<file path="src/rtl/hazard_stall_unit_pkg.sv">
// Shared types and constants for the pipeline hazard/stall unit.
// State encodings, the x0 register index and the default wait limit.
package hazard_stall_unit_pkg;

   typedef enum logic {
      HZ_RUN  = 1'b0,
      HZ_WAIT = 1'b1
   } hz_state_t;

   localparam logic [4:0] REG_X0 = 5'h00;
   localparam int MAX_WAIT_DEF = 16;

endpackage

</file>
<file path="src/rtl/hazard_stall_unit_sat_counter.sv">
// Saturating up-counter with synchronous reset and clear.
// Holds at MAX instead of wrapping.
module hazard_stall_unit_sat_counter #(
   parameter int           W   = 32,
   parameter logic [W-1:0] MAX = '1
) (
   input  logic         clk,
   input  logic         rst,
   input  logic         clr,
   input  logic         en,
   output logic [W-1:0] q
);

   always_ff @(posedge clk) begin
      if (rst || clr) begin
         q <= '0;
      end else if (en && (q != MAX)) begin
         q <= q + W'(1);
      end
   end

endmodule

</file>
<file path="src/rtl/hazard_stall_unit.sv">
// Stall/flush generator for the 5-stage pipeline: load-use, redirect,
// data-memory wait-states, wait timeout and performance counters.
module hazard_stall_unit
   import hazard_stall_unit_pkg::*;
#(
   parameter int MAX_WAIT = MAX_WAIT_DEF,
   parameter int CNT_W    = 32
) (
   input  logic             clk,
   input  logic             rst,
   input  logic [4:0]       SourceReg1_D,
   input  logic [4:0]       SourceReg2_D,
   input  logic [4:0]       DestRegE,
   input  logic             MemReadE,
   input  logic             PCSrcE,
   input  logic             MemReqM,
   input  logic             MemReadyM,
   output logic             StallF,
   output logic             StallD,
   output logic             StallE,
   output logic             StallM,
   output logic             FlushD,
   output logic             FlushE,
   output logic             FlushW,
   output logic             MemTimeout,
   output logic [CNT_W-1:0] StallCount,
   output logic [CNT_W-1:0] FlushCount
);

   localparam logic [7:0] WAIT_MAX = 8'(MAX_WAIT);

   hz_state_t  state;
   hz_state_t  state_nxt;
   logic       mem_wait;
   logic       load_use;
   logic       timeout_q;
   logic [7:0] wait_cnt;

   assign mem_wait = MemReqM & ~MemReadyM;
   assign load_use = MemReadE & (DestRegE != REG_X0) &
                     ((DestRegE == SourceReg1_D) |
                      (DestRegE == SourceReg2_D));

   always_ff @(posedge clk) begin
      if (rst) begin
         state <= HZ_RUN;
      end else begin
         state <= state_nxt;
      end
   end

   always_comb begin
      state_nxt = state;
      unique case (state)
         HZ_RUN:  state_nxt = mem_wait ? HZ_WAIT : HZ_RUN;
         HZ_WAIT: state_nxt = mem_wait ? HZ_WAIT : HZ_RUN;
         default: state_nxt = HZ_RUN;
      endcase
   end

   // Stalls follow mem_wait directly so the freeze starts with the request.
   always_comb begin
      StallF = 1'b0;
      StallD = 1'b0;
      StallE = 1'b0;
      StallM = 1'b0;
      FlushD = 1'b0;
      FlushE = 1'b0;
      FlushW = 1'b0;
      if (!rst) begin
         if (mem_wait) begin
            StallF = 1'b1;
            StallD = 1'b1;
            StallE = 1'b1;
            StallM = 1'b1;
            FlushW = 1'b1;
         end else if (PCSrcE) begin
            FlushD = 1'b1;
            FlushE = 1'b1;
         end else if (load_use) begin
            StallF = 1'b1;
            StallD = 1'b1;
            FlushE = 1'b1;
         end
      end
   end

   hazard_stall_unit_sat_counter #(
      .W   (8),
      .MAX (WAIT_MAX)
   ) u_wait_cnt (
      .clk (clk),
      .rst (rst),
      .clr (~mem_wait),
      .en  (mem_wait),
      .q   (wait_cnt)
   );

   always_ff @(posedge clk) begin
      if (rst) begin
         timeout_q <= 1'b0;
      end else if (mem_wait && (wait_cnt == WAIT_MAX)) begin
         timeout_q <= 1'b1;
      end
   end

   assign MemTimeout = timeout_q;

   hazard_stall_unit_sat_counter #(
      .W (CNT_W)
   ) u_stall_cnt (
      .clk (clk),
      .rst (rst),
      .clr (1'b0),
      .en  (StallF),
      .q   (StallCount)
   );

   hazard_stall_unit_sat_counter #(
      .W (CNT_W)
   ) u_flush_cnt (
      .clk (clk),
      .rst (rst),
      .clr (1'b0),
      .en  (FlushD | FlushE),
      .q   (FlushCount)
   );

endmodule

</file>
<file path="config.mk">
export PLATFORM = sky130hd
export DESIGN_NAME = hazard_stall_unit
export DESIGN_NICKNAME = d
export VERILOG_FILES = /design/src/rtl/hazard_stall_unit_pkg.sv /design/src/rtl/hazard_stall_unit_sat_counter.sv /design/src/rtl/hazard_stall_unit.sv
export SDC_FILE = /design/constraint.sdc
export NUM_CORES = 1
export LEC_CHECK = 0
export ABC_CLOCK_PERIOD_IN_PS = 2400
export CORE_UTILIZATION = 40
export CTS_CLUSTER_DIAMETER = 40
export DETAILED_ROUTE_END_ITERATION = 10
export DONT_BUFFER_PORTS = 1
export MAX_ROUTING_LAYER = met4
export PLACE_DENSITY_LB_ADDON = 0.25
export SYNTH_ARGS = -nofsm -noshare
export SYNTH_HDL_FRONTEND = slang
export SYNTH_SLANG_ARGS = --single-unit
</file>
<file path="constraint.sdc">
create_clock -name clk -period 2.4 [get_ports clk]
set_input_delay 0.48 -clock clk [delete_from_list [all_inputs] [get_ports clk]]
set_output_delay 0.48 -clock clk [all_outputs]
set_load 0.005 [all_outputs]
</file>
; ---- Yosys cells after proc, flatten, opt, wreduce, memory -nomap -nowiden
; Index checks and enable logic that the tools add are counted.
[word_totals]
ff_bits = 73
latchBits = 0
mem_bits_rw = 0
mem_bits_ro = 0
input_bits = 21
out_inout_bits = 72
elab_cells = 38
n_memories = 0
[op_classes]
n_addsub = 3
n_mul = 0
n_div = 0
n_lt_le_gt_ge = 0
eq_ne = 6
shifts = 0
muxes = 12
bitwise_logic = 7
reduce_logical = 6
[op_table]
columns = cell, count
row1 = $add A32 B1 Y32 const B, 2
row2 = $ne A32 B32 Y1 const B, 2
row3 = $mux W1, 12
row4 = $eq A5 B5 Y1, 2
row5 = $add A8 B1 Y8 const B, 1
row6 = $eq A8 B5 Y1 const B, 1
row7 = $ne A8 B5 Y1 const B, 1
row8 = $reduce_bool A5 Y1, 1
row9 = $logic_and A1 B1 Y1, 4
row10 = $and A1 B1 Y1, 3
row11 = $not A1 Y1, 2
row12 = $or A1 B1 Y1, 2
row13 = $logic_or A1 B1 Y1, 1

; ---- Longest topological paths before layout
; Gate-level depths: netlist of run 1.
[logic_depth]
depth_word = 9
ltp_mapped = 10
ltp_nobuf = 8

; ---- Cells and area by module
; A second synthesis of run 1 with hierarchy kept.
[unflattened]
hier_cells = 462
hier_area_um2 = 4025.1
[modules_own_cells]
columns = mod, n_inst, cells_per_inst, area_each_um2, seq_area_each_um2
row1 = hazard_stall_unit_sat_counter (u_flush_cnt ...), 2, 189, 1681.6, 640.6
row2 = hazard_stall_unit_sat_counter (u_wait_cnt), 1, 48, 406.6, 160.2
row3 = hazard_stall_unit, 1, 36, 255.2, 20.0

; ---- Worst setup path before layout of run 1
; No wires, ideal clock.
[synth_path]
path_kind = input to output
start = in DestRegE[1]
end = out StallF
arrival_ns = 1.760
required_ns = 1.920
setup_slack_ns = 0.160
cell_stages = 5
n_path_buf = 2
path_cell_list = or4_1 o21a_1 a31o_2 buf_2 buf_4
[synth_via]
elab_chain_cells = 7
word_cells_on_any_way = 10
cone_classes = eq/ne (2) / mux (4) / bitwise (3) / reduce/logical (1)
[synth_lines]
columns = item, line
row1 = from (decl), hazard_stall_unit.sv:13  ; input logic [4:0] DestRegE,
row2 = $eq A5 B5 Y1 (tied with other cells), hazard_stall_unit.sv:41  ; ((DestRegE == SourceReg1_D) |
row3 = $or A1 B1 Y1 / $and A1 B1 Y1 (equally long branches), "hazard_stall_unit.sv:41, hazard_stall_unit.sv:40"
row4 = $and A1 B1 Y1 (*), hazard_stall_unit.sv:40  ; assign load_use = MemReadE & (DestRegE != REG_X0) &
row5 = $mux W1 (*) (4 in series), -
row6 = to (decl), hazard_stall_unit.sv:18  ; output logic StallF,
; Every way passes the cells marked *; elsewhere a longest branch is shown, timed or not.

; ---- Final worst setup path of run 1
[layout_path]
start = reg u_stall_cnt.q[1]
end = reg u_stall_cnt.q[2]
[layout_via]
elab_chain_cells = 2
word_cells_on_any_way = 3
cone_classes = add/sub (1) / eq/ne (1) / reduce/logical (1)
[layout_lines]
columns = item, line
row1 = from (decl), hazard_stall_unit_sat_counter.sv:11  ; output logic [W-1:0] q
row2 = from (signal assigned), hazard_stall_unit_sat_counter.sv:18  ; q <= q + W'(1);
row3 = branches (longest 2 deep; another with $add A32 B1 Y32), -
; Several ways; the timed one is not identified.
; A chain may end at the register's enable or synchronous reset.

==> impl_metrics.py, run 1 <==
metrics = {
    "timing": {
        "hold_viol": 0,
        "worstMarginPinSlew_ns": 0.467,
        "final.setup.tns_ns": 0,
        "fin_crit_ns": 2.23,
        "whs_ns": 0.194,
        "relSlewSlack": 0.686,
        "setup_viol": 0,
        "clock-skew-final_ns": 0.0135,
        "rsz0062_at_grt": "false",
        "drv_slew": 0,
        "fin_crit_sh": 0.929,
        "max_freq_ghz": 0.449,
    },
    "setup_path": {
        "crit_path_end": "u_stall_cnt.q[2]",
        "regToRegStartpoint": "u_stall_cnt.q[1]",
        "cp_slowest_stage_delay_ns": 0.39,
        "cp.arrival_ns": 2.47,
        "startpoint": "u_stall_cnt.q[1]",
        "r2r_cells": 9,
        "critical_path_class": "register to register",
        "slowest_stage": "dfxtp_1",
        "path_max_fanout": 11,
        "crit_chain": "ha_1 -> nand2_1 -> or3_4 -> nor4_2 -> nand2_2 -> buf_4 -> nand3_1 -> xor2_1 -> nor2_1",
        "start_kind": "register",
        "reg2reg_slack_ns": 0.17,
        "end_kind": "register",
        "required_ns": 2.64,
        "r2r_end": "u_stall_cnt.q[2]",
    },
    "route": {
        "via_per_inst": 5.29,
        "drc": 0,
        "wl_met3_um": 473,
        "routed.top_layer": "met4",
        "wl_met1_um": 4300,
        "wl_per_cell_um": 14.7,
        "ant_nets": 0,
        "drt_iter0_markers": 158,
        "vias": 3177,
        "wl_um": 8840,
        "dr_wl_met2_um": 3970,
        "dr.pass1.iters": 4,
    },
    "floorplan": {
        "fp.dieArea_um2": 9990,
        "io_pins": 93,
        "coreArea_um2": 9280,
        "rows": 35,
        "die_w_um": 99.9,
        "initial_core_util": 0.413,
        "die_h_um": 99.9,
    },
    "clock_network": {
        "numCtsBuffers": 9,
        "tritoncts": "done",
        "clkSlewWorstSetupHoldPaths_ns": 0.09,
        "cts_setup_buffers": 0,
        "cts.path.max_buffers": 2,
        "h-tree-depth": 3,
        "hold_buffers": 0,
        "cts_sinks": 73,
        "cts_root_buf": "clkbuf_8",
        "cts.repair.resized": 0,
        "clkLatencyLatePin_ns": 0.35,
    },
    "logic_synthesis": {
        "async_flop_share": 0,
        "syn-num-nets": 477,
        "synth_area_leaders": "dfxtp_1, xor2_1, xnor2_1",
        "ys.flop_type": "dfxtp_1",
        "yosys_warnings": 0,
        "avgSynthCellArea_um2": 8.49,
        "syn_inst": 452,
        "synth_seq_cells": 73,
        "synth_edf_count": 0,
        "syn_area_um2": 3840,
        "yosysTopAreaCellShare": 0.381,
        "yosys.cell_types.count": 53,
        "yosysSeqAreaShare": 0.381,
        "yosysTopAreaCell": "dfxtp_1",
    },
    "layout": {
        "nNetsFinal": 492,
        "final_cells": 601,
        "fin_area_um2": 4240,
        "syn2layout_area_growth_pct": 10.6,
        "antenna_cells": 0,
        "drive_gt1_frac": 0.133,
        "n_fill_cell": 958,
    },
    "placement": {
        "dpl_cell_area_um2": 4050,
        "dp_hpwl_um": 6320,
        "dp.cells": 585,
        "port_buffers": 0,
        "place_congestion": 0.812,
    },
    "run_status": {
        "status": "finished, final reports clean",
    },
    "hold_path": {
        "hp-class": "input port to register",
    },
    "global_route": {
        "grt_pass1_wl_um": 14400,
        "grt_pass1_vias": 2961,
        "antenna_found_initial": 0,
        "track_usage": 0.187,
        "overflow": 0,
        "grt_max_degree": 70,
    },
    "power_and_ir_drop": {
        "vdd_drop_max_mv": 0.269,
        "power_density_nw_per_um2": 536,
        "leakagePower_nw": 1.43,
        "total_power_mw": 2.27,
    },
    "run": {
        "maxCapViolCount": 0,
    },
}
## flip-flops by register name (all words and copies together) (netlist names)
name           flops
u_wait_cnt.q       8
u_stall_cnt.q     32
MemTimeout         1
u_flush_cnt.q     32
## cells by family (layout without fill, tap and decap cells)
| kind of cell | count (synthesis) | after routing | share of synthesized area |
|---|---|---|---|
| AOI/OAI and AO/OA | 34 | 34 | 0.0584 |
| and+or+nand+nor | 241 | 241 | 0.343 |
| DFF | 73 | 73 | 0.381 |
| adders and majority gates | 4 | 4 | 0.0130 |
| buffers and inverters | 31 | 51 | 0.0463 |
| muxes | 2 | 2 | 0.00554 |
| xor gates and xnor gates | 67 | 67 | 0.153 |
## per-stage QoR
step                 util  setup WS (ns)
floorplan               -          0.160
global placement    0.436          0.139
detailed placement  0.436          0.116
CTS                 0.457          0.162
global route        0.457         0.0140
finish              0.457          0.171
## routing by layer
layer	track usage	up-vias
li1	-	1603
met2	0.279	79
met1	0.242	1484
met3	0.0557	11
met4	0.0611	0
met5	-	-
## Yosys cell counts (2+ instances only)
cell type,instances
and4_1,6
nor2b_1,2
o21ai_0,8
clkbuf_1,6
and2_1,3
nor4b_2,2
nand4_2,2
nor3_2,2
nor4_1,4
a21oi_1,13
a31oi_1,2
or3_4,2
buf_4,4
or2_2,2
and3_1,13
nor4_2,2
o21a_1,3
nand4_1,18
nor2_1,76
or4_1,3
or3_1,9
nand3_1,42
o31ai_1,2
buf_6,3
ha_1,4
and4_2,3
clkbuf_8,2
xnor2_1,33
nand2_1,30
buf_2,2
dfxtp_1,73
inv_1,13
nor3_1,9
xor2_1,34
nand2b_1,2
## report_power, final
group / switching, mW / total, mW / internal [mW]
combinational: 0.0455 / 0.0837 / 0.0382
clock: 0.489 / 0.973 / 0.485
sequential: 0.00359 / 1.22 / 1.21
total: 0.538 / 2.27 / 1.74
## cell usage in the layout, fill, tap and decap left out, drive strengths merged, types with 3 or more instances in the layout
cell type  Yosys  layout
and4           9       9
buf            9      22
nand2         31      31
dfxtp         73      73
nand3         42      42
a21oi         13      13
and3          14      14
and2           3       3
or3           11      11
xor2          34      34
nor4b          3       3
nor2          76      76
ha             4       4
o21a           3       3
xnor2         33      33
inv           13      14
or4            3       3
nor4           7       7
o21ai          8       8
nand4         20      20
clkbuf         9      10
nor3          11      11
## how the worst min path moves through the flow
stage	from	to	slack [ns]	depth (start not counted)
floorplan	u_wait_cnt.q[1]	u_wait_cnt.q[1]	0.46	2
global placement	u_wait_cnt.q[1]	u_wait_cnt.q[1]	0.47	2
detailed placement	u_wait_cnt.q[1]	u_wait_cnt.q[1]	0.49	2
CTS	rst	u_flush_cnt.q[3]	0.18	1
global route	rst	u_flush_cnt.q[8]	0.17	1
finish	rst	u_flush_cnt.q[3]	0.19	1
## final cells by class
class / count / area (um2) / area share
flip-flops and latches: 73 / 1460 / 0.344
clock inverters: 6 / 67.6 / 0.0159
multi-input cells: 348 / 2200 / 0.518
well taps: 129 / 161 / 0.0380
clock buffers: 10 / 128 / 0.0301
repair buffers: 22 / 178 / 0.0419
inverters: 13 / 48.8 / 0.0115
## worst max-delay path, delay by kind of cell (launching register included)
family	cells	cell delay, ns
XOR/XNOR	1	0.15
adder cells (fa/ha/maj)	1	0.20
buffers and inverters	1	0.22
flip-flops	1	0.39
AND/OR/NAND/NOR	6	1.16
No activity file was read; power rests on OpenSTA's default activity.
==> run 2, diff against run 1 <==
--- a/config.mk
+++ b/config.mk
@@ -5,6 +5,7 @@
 export SDC_FILE = /design/constraint.sdc
 export NUM_CORES = 1
 export LEC_CHECK = 0
+export ABC_AREA = 1
 export ABC_CLOCK_PERIOD_IN_PS = 2400
 export CORE_UTILIZATION = 40
 export CTS_CLUSTER_DIAMETER = 40
==> constraint.sdc (replaced) <==
create_clock -name clk -period 2.4 [get_ports clk]
set_input_delay 0.48 -clock clk [delete_from_list [all_inputs] [get_ports clk]]
set_output_delay 0.48 -clock clk [all_outputs]
set_load 0.1 [all_outputs]
==> impl_metrics.py, run 2 <==
metrics = {
    "clock_network": {
        "clkLatencyLatePin_ns": 0.34,
        "numCtsBuffers": 9,
        "cts_setup_buffers": 0,
        "cts.path.max_buffers": 2,
        "h-tree-depth": 3,
        "cts_sinks": 73,
        "cts_root_buf": "clkbuf_16",
        "tritoncts": "done",
        "clkSlewWorstSetupHoldPaths_ns": 0.06,
        "cts.repair.resized": 0,
        "hold_buffers": 0,
    },
    "route": {
        "via_per_inst": 5.15,
        "wl_um": 13800,
        "wl_per_cell_um": 13.5,
        "vias": 5257,
        "drc": 0,
        "ant_nets": 0,
        "drt_iter0_markers": 384,
        "dr.pass1.iters": 5,
    },
    "layout": {
        "syn2layout_area_growth_pct": 20.4,
        "post-route-util": 0.493,
        "drive_gt1_frac": 0.136,
        "final_common_cell": "nand2_1",
        "antenna_cells": 0,
        "fin_area_um2": 5890,
        "nNetsFinal": 896,
        "multi_input_area_um2": 3010,
        "largestRegisters": "u_flush_cnt.q (32), u_stall_cnt.q (32), u_wait_cnt.q (8)",
        "n_fill_cell": 1219,
        "seqCellArea_um2": 1470,
        "layout_common_cells": "nand2_1, nand3_1, nor2_1, buf_4, a21oi_1",
    },
    "timing": {
        "relSlewSlack": 0.617,
        "setup_viol": 0,
        "drv_slew": 0,
        "clock-skew-final_ns": 0.00730,
        "fin_crit_sh": 0.823,
        "final.setup.tns_ns": 0,
        "hold_viol": 0,
        "rsz0062_at_grt": "false",
        "worstMarginPinSlew_ns": 0.571,
        "max_freq_ghz": 0.506,
        "fin_crit_ns": 1.97,
    },
    "logic_synthesis": {
        "syn_inst": 804,
        "yosys_warnings": 0,
        "async_flop_share": 0,
        "yosysTopAreaCellShare": 0.299,
        "ys.flop_type": "dfxtp_1",
        "avgSynthCellArea_um2": 6.09,
        "synthTopCellsByCount": "nand2_1, nand3_1, nor2_1",
        "synth_area_leaders": "dfxtp_1, nand2_1, nand3_1",
        "syn_area_um2": 4890,
        "yosysTopAreaCell": "dfxtp_1",
        "syn-num-nets": 829,
        "synth_seq_cells": 73,
        "synth_most_common_cell": "nand2_1",
        "synth_edf_count": 0,
        "yosys.cell_types.count": 27,
        "yosysSeqAreaShare": 0.299,
    },
    "placement": {
        "place_congestion": 0.922,
        "dp_hpwl_um": 10300,
        "port_buffers": 0,
        "dpl_cell_area_um2": 5620,
    },
    "setup_path": {
        "cp.arrival_ns": 2.25,
        "required_ns": 2.67,
        "regToRegStartpoint": "u_flush_cnt.q[0]",
        "r2r_end": "u_flush_cnt.q[15]",
        "r2r_cells": 8,
        "reg2reg_slack_ns": 0.43,
        "critical_path_class": "register to register",
        "end_kind": "register",
        "path_max_fanout": 6,
        "start_kind": "register",
    },
    "floorplan": {
        "coreArea_um2": 12000,
        "rows": 40,
        "die_w_um": 113,
        "fp.dieArea_um2": 12700,
        "io_pins": 93,
        "die_h_um": 113,
        "initial_core_util": 0.409,
    },
    "run_status": {
        "status": "finished, final reports clean",
    },
    "global_route": {
        "track_usage": 0.236,
        "overflow": 0,
        "grt_max_degree": 66,
        "grt_pass1_vias": 4830,
        "antenna_found_initial": 0,
        "grt_pass1_wl_um": 23400,
    },
    "hold_path": {
        "whs_path_depth": 1,
        "holdPathEnd": "u_flush_cnt.q[31]",
        "hp-class": "input port to register",
        "hold_start": "rst",
    },
    "power_and_ir_drop": {
        "power_density_nw_per_um2": 451,
        "total_power_mw": 2.66,
        "vdd_drop_max_mv": 0.373,
        "leakagePower_nw": 2.35,
    },
    "run": {
        "maxCapViolCount": 0,
    },
}
-- run 2: cell count changes after synthesis, moves of 17 or more --
cell      delta
inv_1       +57
nand3_1     +47
a21oi_1     +58
xnor2_1     -24
nand2_1    +234
nand3b_1    +17
-- run 2: worst max-delay path by stage --
stage	slack [ns]	to	startpoint
after floorplan	-0.17	StallF	MemReqM
after global placement	0.48	u_flush_cnt.q[31]	u_flush_cnt.q[0]
after detailed placement	0.47	u_flush_cnt.q[15]	u_flush_cnt.q[0]
after CTS	0.44	u_flush_cnt.q[15]	u_flush_cnt.q[0]
after global routing	0.20	u_flush_cnt.q[1]	u_flush_cnt.q[2]
final	0.43	u_flush_cnt.q[15]	u_flush_cnt.q[0]
-- run 2: cell type report --
class	count	share of cell area
Inverter	74	0.0471
Tap cell	147	0.0312
Clock buffer	13	0.0459
Sequential cell	73	0.249
Multi-Input combinational cell	629	0.511
Timing Repair Buffer	84	0.116
-- run 2: per-layer routing --
| layer | GRT usage | part of all wire |
|---|---|---|
| met4 | 0.0631 | 0.011 |
| met1 | 0.301 | 0.47 |
| met3 | 0.0610 | 0.069 |
| met2 | 0.370 | 0.45 |
| met5 | - | 0 |
-- run 2: through the flow --
stage / hold WS [ns] / cells / setup WS (ns)
2_1_floorplan: 0.444 / 804 / -0.169
3_5_place_dp: 0.466 / 1007 / 0.472
4_1_cts: 0.204 / 1020 / 0.441
3_3_place_gp: 0.457 / 1007 / 0.475
5_1_grt: 0.190 / 1020 / 0.201
6_report: 0.219 / 1020 / 0.426
-- run 2: cell families after synthesis --
group                    Yosys count  synth area share
XOR/XNOR                          36            0.0644
buffers and inverters            102            0.0892
adder cells (fa/ha/maj)            4            0.0102
AO/OA/AOI/OAI                     79            0.0821
AND/OR/NAND/NOR                  510             0.456
flip-flops                        73             0.299
-- run 2: critical path, stage by stage (launching register included) --
cell     delay (ns)
dfxtp_2        0.33
buf_4          0.32
nand3_1        0.26
inv_1          0.14
nand2_1        0.13
nor2_1         0.29
xor2_1         0.19
nand3_1        0.09
a21oi_1        0.15
-- run 2: where the power goes --
group          switching [mW]  internal, mW  leakage [nW]  total [mW]
logic                   0.142        0.0447          1.63       0.187
registers             0.00251          1.22         0.590        1.22
clock network           0.487         0.767         0.134        1.25
==> run 3, diff against run 2 <==
--- a/config.mk
+++ b/config.mk
@@ -6,7 +6,7 @@
 export NUM_CORES = 1
 export LEC_CHECK = 0
 export ABC_AREA = 1
-export ABC_CLOCK_PERIOD_IN_PS = 2400
+export ABC_CLOCK_PERIOD_IN_PS = 2000
 export CORE_UTILIZATION = 40
 export CTS_CLUSTER_DIAMETER = 40
 export DETAILED_ROUTE_END_ITERATION = 10
==> constraint.sdc (replaced) <==
create_clock -name clk -period 2 [get_ports clk]
set_input_delay 0.4 -clock clk [delete_from_list [all_inputs] [get_ports clk]]
set_output_delay 0.4 -clock clk [all_outputs]
set_load 0.1 [all_outputs]
==> impl_metrics.py, run 3 (same netlist as run 2, synthesis figures left out) <==
metrics = {
    "run_status": {
        "status": "finished, final reports clean",
    },
    "timing": {
        "setup_viol": 0,
        "max_freq_ghz": 0.543,
        "fin_crit_sh": 0.921,
        "fin_crit_ns": 1.84,
        "drv_slew": 0,
        "worstMarginPinSlew_ns": 0.558,
        "finalWorstSetupSlack_ns": 0.158,
        "relSlewSlack": 0.625,
        "whs_ns": 0.127,
        "rsz0062_at_grt": "false",
        "clock-skew-final_ns": 0.00834,
        "hold_viol": 0,
    },
    "layout": {
        "final_cells": 1024,
        "drive_gt1_frac": 0.212,
        "nNetsFinal": 897,
        "largestRegisters": "u_flush_cnt.q (32), u_stall_cnt.q (32), u_wait_cnt.q (8)",
        "antenna_cells": 0,
        "layout_common_cells": "nand2_1, nand3_1, nor2_1, buf_4, a21oi_1",
        "syn2layout_area_growth_pct": 23.9,
        "final_common_cell": "nand2_1",
    },
    "global_route": {
        "track_usage": 0.250,
        "grt_max_degree": 66,
        "grt_pass1_wl_um": 24500,
        "grt_pass1_vias": 5026,
        "antenna_found_initial": 0,
        "overflow": 0,
    },
    "clock_network": {
        "cts_sinks": 73,
        "numCtsBuffers": 9,
        "h-tree-depth": 3,
        "cts_root_buf": "clkbuf_16",
        "hold_buffers": 0,
        "cts_setup_buffers": 0,
        "clkLatencyLatePin_ns": 0.35,
        "cts.path.max_buffers": 2,
        "clkSlewWorstSetupHoldPaths_ns": 0.06,
        "tritoncts": "done",
    },
    "setup_path": {
        "r2r_cells": 11,
        "reg2reg_slack_ns": 0.16,
        "r2r_end": "u_stall_cnt.q[0]",
        "required_ns": 2.24,
        "cp.arrival_ns": 2.08,
        "start_kind": "register",
        "path_max_fanout": 20,
        "regToRegStartpoint": "u_stall_cnt.q[1]",
        "critical_path_class": "register to register",
        "end_kind": "register",
    },
    "power_and_ir_drop": {
        "vdd_drop_max_mv": 0.348,
        "leakagePower_nw": 2.41,
        "power_density_nw_per_um2": 548,
    },
    "placement": {
        "dp.cells": 1008,
        "dp_slack_ns": 0.126,
        "port_buffers": 0,
        "place_congestion": 0.963,
        "dp_hpwl_um": 11100,
    },
    "hold_path": {
        "holdPathEnd": "u_flush_cnt.q[30]",
        "hp-class": "input port to register",
        "whs_path_depth": 1,
        "hold_start": "rst",
    },
    "floorplan": {
        "die_w_um": 113,
        "coreArea_um2": 12000,
        "initial_core_util": 0.409,
        "io_pins": 93,
        "rows": 40,
        "fp.dieArea_um2": 12700,
        "die_h_um": 113,
    },
    "route": {
        "ant_nets": 0,
        "wl_per_cell_um": 14.4,
        "via_per_inst": 5.27,
        "drc": 0,
        "drt_iter0_markers": 278,
        "dr.pass1.iters": 7,
        "vias": 5392,
        "wl_um": 14800,
    },
    "run": {
        "maxCapViolCount": 0,
    },
}
[run 3: worst max-delay path, stage by stage (launching register included)]
cell and delay (ns):
dfxtp_4 0.37, ha_4 0.16, nand2_2 0.08, nor2_4 0.10, nand2_2 0.11, inv_2 0.10, nand2_2 0.06, nor2_4 0.12
nand4_4 0.14, buf_4 0.27, a21oi_1 0.16, nor2_1 0.06
[run 3: report_power, final]
part | total, mW | switching, mW | internal (mW)
clock network | 1.63 | 0.647 | 0.985
logic | 0.232 | 0.173 | 0.0598
registers | 1.46 | 0.00660 | 1.45
[run 3: through the flow]
| step | cell area [um2] | power, mW | setup TNS (ns) | util |
|---|---|---|---|---|
| detailed placement | 5750 | 1.72 | 0 | 0.481 |
| global placement | 5750 | 1.72 | 0 | 0.481 |
| CTS | 6050 | 3.36 | 0 | 0.506 |
| finish | 6070 | 3.32 | 0 | 0.507 |
| floorplan | 5070 | 1.70 | -0.238 | - |
| global route | 6070 | 3.43 | 0 | 0.507 |
[run 3: timing repair]
item                       4_1_cts  5_1_grt
hold endpoints to repair         0        0
setup endpoints to repair        0       29
gates resized for setup          0        2
[run 3: final cells by class]
| cell class | count | area, um2 |
|---|---|---|
| inverters | 74 | 285 |
| clock inverters | 3 | 20.0 |
| fillers | 1234 | 5900 |
| multi-input cells | 629 | 3060 |
| flip-flops and latches | 73 | 1550 |
| repair buffers | 85 | 688 |
| clock buffers | 13 | 282 |
| well taps | 147 | 184 |
[run 3: worst max path at each step]
stage                          start                 to  slack (ns)
floorplan                    MemReqM             StallF       -0.22
global placement    u_stall_cnt.q[6]   u_stall_cnt.q[2]        0.16
detailed placement  u_stall_cnt.q[7]  u_stall_cnt.q[24]        0.13
CTS                 u_stall_cnt.q[7]  u_stall_cnt.q[28]        0.10
global route        u_stall_cnt.q[1]   u_stall_cnt.q[0]        0.02
finish              u_stall_cnt.q[1]   u_stall_cnt.q[0]        0.16
[run 3: routing by layer]
metal	part of all wire	up-vias	GRT usage
li1	-	2735	-
met1	0.45	2462	0.307
met2	0.47	175	0.400
met3	0.067	20	0.0481
met4	0.020	0	0.105
met5	0	-	-
